==> src/rtl/control_unit.sv <==
// rtl/control_unit.sv - multi-cycle RV64I subset controller driving the 64-bit datapath control inputs
module control_unit #(
  parameter int unsigned     WORDSIZE = 64,
  parameter logic [WORDSIZE-1:0] RESET_PC = '0
) (
  input  logic                clk,
  input  logic                rst,
  input  logic [31:0]         instr,
  input  logic                instr_valid,
  output logic                instr_ready,
  output logic [WORDSIZE-1:0] pc,
  input  logic                alu_zero,
  output logic [4:0]          rf_addr_a,
  output logic [4:0]          rf_addr_b,
  output logic [4:0]          rf_write_addr,
  output logic                rf_write_en,
  output logic [WORDSIZE-1:0] immediate,
  output logic                mux_0_sel,
  output logic                mux_1_sel,
  output logic                mux_2_sel,
  output logic [2:0]          alu_operation,
  output logic                dm_write_en,
  output logic                illegal_instr
);

  typedef enum logic [2:0] {FETCH, DECODE, EXECUTE, MEMORY, WRITEBACK} state_t;
  typedef enum logic [2:0] {K_ILL, K_R, K_ADDI, K_LD, K_SD, K_BEQ} kind_t;

  localparam logic [2:0] OP_ADD = 3'b000;
  localparam logic [2:0] OP_SUB = 3'b001;
  localparam logic [2:0] OP_AND = 3'b010;
  localparam logic [2:0] OP_OR  = 3'b011;
  localparam logic [2:0] OP_XOR = 3'b100;

  state_t              state, state_next;
  kind_t               kind;
  logic [31:0]         ir;
  logic                ir_load;
  logic [WORDSIZE-1:0] pc_next, pc_plus4;
  logic [6:0]          opcode, funct7;
  logic [2:0]          funct3;

  // All decode is combinational from the latched word, so outputs hold until the next accept.
  assign opcode        = ir[6:0];
  assign funct3        = ir[14:12];
  assign funct7        = ir[31:25];
  assign rf_addr_a     = ir[19:15];
  assign rf_addr_b     = ir[24:20];
  assign rf_write_addr = ir[11:7];
  assign mux_0_sel     = 1'b0;
  assign pc_plus4      = pc + WORDSIZE'(4);

  always_comb begin
    kind          = K_ILL;
    alu_operation = OP_ADD;
    mux_1_sel     = 1'b0;
    mux_2_sel     = 1'b0;
    immediate     = {{(WORDSIZE-12){ir[31]}}, ir[31:20]};
    case (opcode)
      7'b0110011: begin
        mux_1_sel = 1'b1;
        case (funct3)
          3'b000: begin
            if (funct7 == 7'b0000000) kind = K_R;
            else if (funct7 == 7'b0100000) begin
              kind          = K_R;
              alu_operation = OP_SUB;
            end
          end
          3'b111: if (funct7 == 7'b0000000) begin kind = K_R; alu_operation = OP_AND; end
          3'b110: if (funct7 == 7'b0000000) begin kind = K_R; alu_operation = OP_OR;  end
          3'b100: if (funct7 == 7'b0000000) begin kind = K_R; alu_operation = OP_XOR; end
          default: kind = K_ILL;
        endcase
        if (kind == K_ILL) mux_1_sel = 1'b0;
      end
      7'b0010011: if (funct3 == 3'b000) kind = K_ADDI;
      7'b0000011: if (funct3 == 3'b011) begin kind = K_LD; mux_2_sel = 1'b1; end
      7'b0100011: begin
        immediate = {{(WORDSIZE-12){ir[31]}}, ir[31:25], ir[11:7]};
        if (funct3 == 3'b011) kind = K_SD;
      end
      7'b1100011: begin
        immediate = {{(WORDSIZE-13){ir[31]}}, ir[31], ir[7], ir[30:25], ir[11:8], 1'b0};
        if (funct3 == 3'b000) begin
          kind          = K_BEQ;
          alu_operation = OP_SUB;
          mux_1_sel     = 1'b1;
        end
      end
      default: kind = K_ILL;
    endcase
  end

  always_comb begin
    state_next = state;
    pc_next    = pc;
    ir_load    = 1'b0;
    case (state)
      FETCH: begin
        if (instr_valid) begin
          ir_load    = 1'b1;
          state_next = DECODE;
        end
      end
      DECODE: begin
        if (kind == K_ILL) begin
          state_next = FETCH;
          pc_next    = pc_plus4;
        end else begin
          state_next = EXECUTE;
        end
      end
      EXECUTE: begin
        case (kind)
          K_LD, K_SD: state_next = MEMORY;
          K_BEQ: begin
            state_next = FETCH;
            pc_next    = alu_zero ? pc + immediate : pc_plus4;
          end
          default: state_next = WRITEBACK;
        endcase
      end
      MEMORY: begin
        if (kind == K_LD) begin
          state_next = WRITEBACK;
        end else begin
          state_next = FETCH;
          pc_next    = pc_plus4;
        end
      end
      WRITEBACK: begin
        state_next = FETCH;
        pc_next    = pc_plus4;
      end
      default: state_next = FETCH;
    endcase
  end

  always_ff @(posedge clk) begin
    if (rst) begin
      state <= FETCH;
      pc    <= RESET_PC;
      ir    <= '0;
    end else begin
      state <= state_next;
      pc    <= pc_next;
      if (ir_load) ir <= instr;
    end
  end

  assign instr_ready   = !rst && (state == FETCH);
  assign rf_write_en   = !rst && (state == WRITEBACK) && (ir[11:7] != 5'd0);
  assign dm_write_en   = !rst && (state == MEMORY) && (kind == K_SD);
  assign illegal_instr = !rst && (state == DECODE) && (kind == K_ILL);

endmodule

==> config.mk <==
export PLATFORM = sky130hd
export DESIGN_NAME = control_unit
export DESIGN_NICKNAME = d
export VERILOG_FILES = /design/src/rtl/control_unit.sv
export SDC_FILE = /design/constraint.sdc
export NUM_CORES = 1
export LEC_CHECK = 0
export CAP_MARGIN = 20
export CORE_MARGIN = 3
export CORE_UTILIZATION = 25
export DETAILED_ROUTE_END_ITERATION = 10
export HOLD_SLACK_MARGIN = 0.03
export PLACE_DENSITY = 0.43
export SETUP_SLACK_MARGIN = 0.3
export SLEW_MARGIN = 20
export SYNTH_ARGS = -nofsm -noshare
export SYNTH_HDL_FRONTEND = slang
export SYNTH_SLANG_ARGS = --single-unit
==> constraint.sdc <==
create_clock -name clk -period 10.4 [get_ports clk]
set_input_delay 1.56 -clock clk [delete_from_list [all_inputs] [get_ports clk]]
set_output_delay 1.56 -clock clk [all_outputs]
set_load 0.005 [all_outputs]
==> results of run 1 <==
-- path summary, 6_finish.rpt --
| check | from | endpoint | slack [ps] | cells after the start |
|---|---|---|---|---|
| max | ir[2] | pc[42] | 5540 | 15 |
| min | ir[18] | ir[18] | 460 | 2 |
| max reg2reg | ir[2] | pc[42] | 5540 | 15 |
| min reg2reg | ir[18] | ir[18] | 460 | 2 |
-- cells in the final DEF, fill, tap and decap left out, drive strengths merged, types with 7 or more instances in the layout --
master	n
nor3	52
nand4	26
clkbuf	10
o22ai	11
a31oi	14
nor2	121
xor2	19
o21ai	88
and4	7
nor4	14
ha	64
o31ai	10
and3	14
o21a	11
a21oi	175
dfxtp	99
clkdlybuf4s50	186
nand3	41
o21bai	10
and2	11
buf	9
nand2	173
or3	12
inv	24
nor3b	8
a211oi	31
a21o	47
o211ai	7
xnor2	28
nand3b	7
-- metrics by stage --
step	total power [W]	util [%]
finish	0.0009090	30.96
global route	0.0009525	30.96
CTS	0.0009256	30.96
detailed placement	0.0005669	30.20
global placement	0.0005674	30.20
floorplan	0.0005093	-
-- synthesized netlist by cell type, types with 5 or more instances --
| master | number |
|---|---|
| a21oi_1 | 173 |
| nand2_1 | 173 |
| nor2_1 | 120 |
| dfxtp_1 | 99 |
| o21ai_0 | 84 |
| buf_4 | 75 |
| ha_1 | 64 |
| clkbuf_1 | 53 |
| nor3_1 | 51 |
| a21o_1 | 47 |
| nand3_1 | 41 |
| a211oi_1 | 30 |
| xnor2_1 | 28 |
| nand4_1 | 24 |
| inv_1 | 21 |
| xor2_1 | 19 |
| a31oi_1 | 14 |
| and3_1 | 14 |
| nor4_1 | 13 |
| and2_1 | 11 |
| o21a_1 | 11 |
| o22ai_1 | 11 |
| buf_2 | 10 |
| o21bai_1 | 10 |
| o31ai_1 | 10 |
| or3_1 | 10 |
| nor3b_1 | 8 |
| and4_1 | 7 |
| nand3b_1 | 7 |
| o211ai_1 | 7 |
| a311oi_1 | 6 |
| a41o_1 | 6 |
| mux2_2 | 6 |
| mux2i_1 | 6 |
| nand2b_1 | 6 |
| nor2b_1 | 6 |
| or2_2 | 6 |
| buf_1 | 5 |
| o41ai_1 | 5 |
-- cells by family after synthesis --
kind of cell,count (synthesis)
buffers and inverters,165
AOI/OAI and AO/OA,465
other,1
DFF,99
muxes,12
and+or+nand+nor,518
adders and majority gates,65
xor gates and xnor gates,47
-- flip-flops by register name, summed over array words and instances (netlist names) --
signal  flops
pc         64
ir         32
state       3
-- metal layers --
layer / vias to the layer above / wire length (microns)
li1: 5112 / -
met1: 4874 / 16960
met2: 332 / 16950
met3: 48 / 2570
met4: 0 / 888
met5: - / 0
-- worst max-delay path, cell delays in order, from the launching register on --
cell and delay [ps]:
dfxtp_1 330, and4bb_2 310, nand2_1 150, nor2_1 410
mux2_2 440, fa_1 470, a211oi_1 400, o21ai_0 150
a21oi_1 320, a211oi_1 230, o211ai_1 260, a21oi_1 190
nand2b_1 270, a21oi_1 490, xor2_1 210, a21oi_1 80
-- cell type report --
| cell class | instances | area (sq um) | share of cell area (%) |
|---|---|---|---|
| clock buffers | 10 | 229.0 | 1.945 |
| flip-flops and latches | 99 | 1986 | 16.87 |
| multi-input cells | 1108 | 6853 | 58.21 |
| well taps | 511 | 639.4 | 5.431 |
| repair buffers | 195 | 1929 | 16.39 |
| clock inverters | 6 | 57.56 | 0.4889 |
| inverters | 21 | 78.83 | 0.6696 |
-- power by group through the flow --
stage               Sequential [W]  Combinational (W)  Clock [W]
floorplan                 0.000406           0.000104          0
global placement          0.000410           0.000158          0
detailed placement        0.000410           0.000157          0
CTS                       0.000401           0.000158   0.000367
global route              0.000403           0.000173   0.000377
finish                    0.000401           0.000156   0.000352
==> impl_metrics.json, run 1 <==
{
  "outcome": "finished, final reports clean",
  "cts_buffer_depth": 2,
  "grt_pass1_wl_microns": 58770,
  "grt_pass1_vias": 10110,
  "place_inst": 1934,
  "seq_area_frac_synth_pct": 20.37,
  "portBuffers": 187,
  "vias_per_cell": 5.316,
  "layoutNonFillerInstCount": 1950,
  "root_buffer": "clkbuf_16",
  "yosysUniqueCellTypes": 83,
  "cts_tree": "built",
  "async_flop_share_pct": 0,
  "num-fill-cells": 4230,
  "syn_inst": 1372,
  "switching_power_w": 0.0002816,
  "syn2layout_area_growth_pct": 20.97,
  "synth.ff_latch_count": 99,
  "synth_top_area_share_pct": 20.37,
  "fin_crit_sh_pct": 46.73,
  "holdWs_ps": 458.1,
  "power_frac_clock_pct": 38.7,
  "cap_violations": 0,
  "cp.required_ps": 10620,
  "muxShareOfSynthArea_pct": 1.311,
  "p_int_w": 0.0006274,
  "clock_latency_ps": 380,
  "crit_type": "reg2reg",
  "yosys.area.top_type": "dfxtp_1",
  "hold_path.class": "reg2reg",
  "rows": 71,
  "fin_tns_setup_ps": 0,
  "ant_nets": 0,
  "netSwitchingFraction_pct": 30.98,
  "syn_nets": 1473,
  "slew_viol_final": 0,
  "gp_congestion": 0.8632,
  "clock_skew_ps": 14.38,
  "drc": 0,
  "cts_buffers": 9,
  "grt.total_usage_pct": 17.79,
  "placed_area_sq_um": 11480,
  "setup_viol": 0,
  "htree_num_levels": 3,
  "synth-xor-area-share_pct": 4.230,
  "leakage_nw": 4.385,
  "fin_nets": 1535,
  "io_pins": 189,
  "n_antenna_cell": 0,
  "seqPwrFrac_pct": 44.1,
  "synth_top_cells_by_area": "dfxtp_1, a21oi_1, ha_1",
  "hold_violations": 0,
  "dp_hpwl_microns": 27830,
  "synthFlopType": "dfxtp_1",
  "routedWlPerCell_microns": 19.17,
  "ys_warn_count": 0,
  "dr.first_iter.drc_count": 661,
  "power_frac_comb_pct": 17.2,
  "grt_max_degree": 69,
  "grt-busiest-layer": "met2",
  "use_met3_pct": 4.405,
  "cp_max_fo": 6,
  "synth_area_sq_um": 9732,
  "post_cts_resize_count": 0,
  "max_freq_mhz": 205.7,
  "post_cts_buffers": 0,
  "grt.overflow.total": 0,
  "worstPathArrival_ps": 5080,
  "power.density_nw_per_um2": 77.22,
  "antenna_found_initial": 0,
  "dr.pass1.iters": 5,
  "synthSimpleGateAreaFrac_pct": 26.10,
  "postLayoutCellArea_sq_um": 11770,
  "final.setup.worst_slack_ps": 5540,
  "worst_pin_slew_ps": 1095,
  "num_vias": 10370,
  "dieArea_sq_um": 41330,
  "drive_above_1_share_pct": 4.378,
  "die_h_microns": 203.3,
  "period_needed_ps": 4860,
  "synth_compound_area_share_pct": 30.06,
  "end_kind": "flop",
  "finalWirelength_microns": 37370,
  "cts.hold.buffers_added": 0,
  "clkTransAtPathRegs_ps": 80,
  "pre_cts_ws_ps": 5459,
  "synth_adder_area_share_pct": 8.434,
  "grtUsageMet1_pct": 23.08,
  "clock_sinks": 99,
  "avgSynthCellArea_sq_um": 7.093,
  "slew_headroom_pct": 27.03,
  "synth_top_family_by_area": "compound AO/OA/AOI/OAI gates",
  "globalRouteMet2Util_pct": 29.21,
  "peakVddDrop_mv": 0.07334,
  "die_x_microns": 203.3,
  "coreArea_sq_um": 38020,
  "start_kind": "flop",
  "synth_edf_count": 0,
  "rsz0062_at_grt": "no",
  "start_util_pct": 25.60
}
Power figures use the tool's default switching activity.
==> inputs of run 2 (changes only) <==
PLACE_DENSITY = 0.45   (was 0.43)
clock period = 3.95 ns   (was 10.4 ns; I/O delays follow)
==> run 2 against run 1 <==
Against the previous run:
- sequential cell count unchanged
- count of clock-buffer cells in the layout fell by 1
- first-iteration DRC count is 5.3% lower
- critical path depth up 5
- wire length grew 4.0%
- clock skew is 1.6 ps lower
- die area unchanged
- critical endpoint is now pc[61]
==> impl_metrics.json, run 2 (synthesis results as in run 1) <==
{
  "outcome": "finished, final reports clean",
  "clock_latency_ps": 390,
  "htree_num_levels": 3,
  "period_needed_ps": 3905,
  "fin_tns_setup_ps": 0,
  "cp_max_fo": 4,
  "critPathLaunch": "ir[2]",
  "power.density_nw_per_um2": 193.4,
  "cap_violations": 0,
  "cts_buffers": 9,
  "grt.overflow.total": 0,
  "slew_viol_final": 0,
  "max_freq_mhz": 256.1,
  "slew_headroom_pct": 41.18,
  "regMostFlops": "pc",
  "fin_nets": 1601,
  "finalPower_w": 0.002489,
  "final_core_util_pct": 33.85,
  "finalWirelength_microns": 38860,
  "io_pins": 189,
  "cp-endpoint": "pc[61]",
  "hold_path.class": "reg2reg",
  "largest_register_ffs": 64,
  "die_x_microns": 203.3,
  "worstPathArrival_ps": 4170,
  "setup_viol": 0,
  "cts_tree": "built",
  "gp_congestion": 0.8990,
  "die_h_microns": 203.3,
  "crit_type": "reg2reg",
  "cts_buffer_depth": 2,
  "largest_registers": "pc: 64 flops, ir: 32 flops, state: 3 flops",
  "start_util_pct": 25.60,
  "start_kind": "flop",
  "mostFrequentLayoutCells": "clkdlybuf4s50_1, nand2_1, a21oi_1, nor2_1, dfxtp_1",
  "grt.total_usage_pct": 18.20,
  "vias_per_cell": 5.313,
  "peakVddDrop_mv": 0.2061,
  "drive_above_1_share_pct": 12.96,
  "rows": 71,
  "placed_area_sq_um": 11900,
  "hold_violations": 0,
  "dp_hpwl_microns": 29010,
  "clock_sinks": 99,
  "ant_nets": 0,
  "regToRegStartpoint": "ir[2]",
  "rsz0062_at_grt": "yes",
  "leakage_nw": 4.864,
  "dr.pass1.iters": 5,
  "drc": 0,
  "dieArea_sq_um": 41330,
  "root_buffer": "clkbuf_16",
  "postLayoutCellArea_sq_um": 12870,
  "reg2reg_to": "pc[61]",
  "routedWlPerCell_microns": 19.28,
  "antenna_found_initial": 0,
  "end_kind": "flop",
  "final_common_cell": "clkdlybuf4s50_1",
  "worst_pin_slew_ps": 874.3,
  "clock_skew_ps": 12.79,
  "grt_pass1_wl_microns": 59910,
  "reg2regPathDepth": 20,
  "coreArea_sq_um": 38020,
  "num_vias": 10710,
  "grt_pass1_vias": 10300,
  "fin_crit_sh_pct": 98.87,
  "clkTransAtPathRegs_ps": 90,
  "dr.first_iter.drc_count": 626,
  "syn2layout_area_growth_pct": 32.23,
  "portBuffers": 187,
  "rrSetupSlack_ps": 40,
  "n_antenna_cell": 0,
  "cp.required_ps": 4210,
  "grt_max_degree": 88
}
run 2: changes by cell type in the layout (fill, tap and decap cells not counted), moves of 4 or more:
| cell | previous run | this run |
|---|---|---|
| ha_1 | 64 | 60 |
| xnor2_2 | 0 | 5 |
| buf_4 | 9 | 64 |
| o21ai_1 | 3 | 10 |
| o21ai_0 | 84 | 72 |
| a21oi_2 | 2 | 15 |
| xnor2_1 | 28 | 23 |
| buf_6 | 0 | 8 |
| a211oi_1 | 30 | 26 |
| a21oi_1 | 173 | 157 |
run 2: worst min path at each step:
stage	cells after the start	start	end
after CTS	2	ir[17]	ir[17]
after global placement	2	ir[19]	ir[19]
final	2	ir[17]	ir[17]
after detailed placement	2	ir[18]	ir[18]
after global routing	2	ir[17]	ir[17]
after floorplan	2	ir[15]	ir[15]
run 2: stage by stage:
stage	hold slack (ps)	cells	setup slack (ps)
after floorplan	436.7	1372	324.5
after global placement	441.8	1981	-130.3
after detailed placement	449.4	1981	-225.2
after CTS	459.8	2006	46.97
after global routing	483.1	2016	-137.5
final	457.8	2016	44.53
run 2: critical path, cell delays in order, from the launching register on:
cell and delay (ps):
dfxtp_2 330, and4bb_2 330, nand2_4 70, nor2_4 160
buf_4 140, buf_6 80, mux2_4 310, ha_4 270
buf_4 110, nand3_1 70, nor4_2 310, nor2_2 130
a31oi_4 200, o31ai_2 80, buf_4 150, a21boi_4 170
o211ai_1 120, buf_4 170, a2111oi_4 340, o21a_1 150
o31ai_1 60
run 2: report_power, final:
group          internal, W  total [W]  switching, W
sequential         0.00102    0.00105     0.0000327
combinational     0.000213   0.000453      0.000240
clock             0.000454   0.000985      0.000532
total              0.00169    0.00249      0.000804
run 2: routing by layer:
layer	track usage, %	vias to the layer above	wire [microns]
met1	23.32	5098	17260
met4	5.482	0	834
met3	4.294	39	2499
li1	-	5259	-
met2	30.45	314	18270
met5	0	-	0
run 2: final cells by class:
| type | instances | area [sq um] |
|---|---|---|
| fillers | 4174 | 25150 |
| multi-input cells | 1108 | 7365 |
| repair buffers | 261 | 2492 |
| flip-flops and latches | 99 | 1987 |
| well taps | 511 | 639.4 |
| clock buffers | 9 | 225.2 |
| clock inverters | 7 | 81.33 |
| inverters | 21 | 78.83 |
run 2: repair_timing:
item,4_1_cts,5_1_grt
pin swaps,41,46
resized for setup,46,62
hold buffers,0,0
buffers inserted,9,10
setup endpoints to repair,40,43
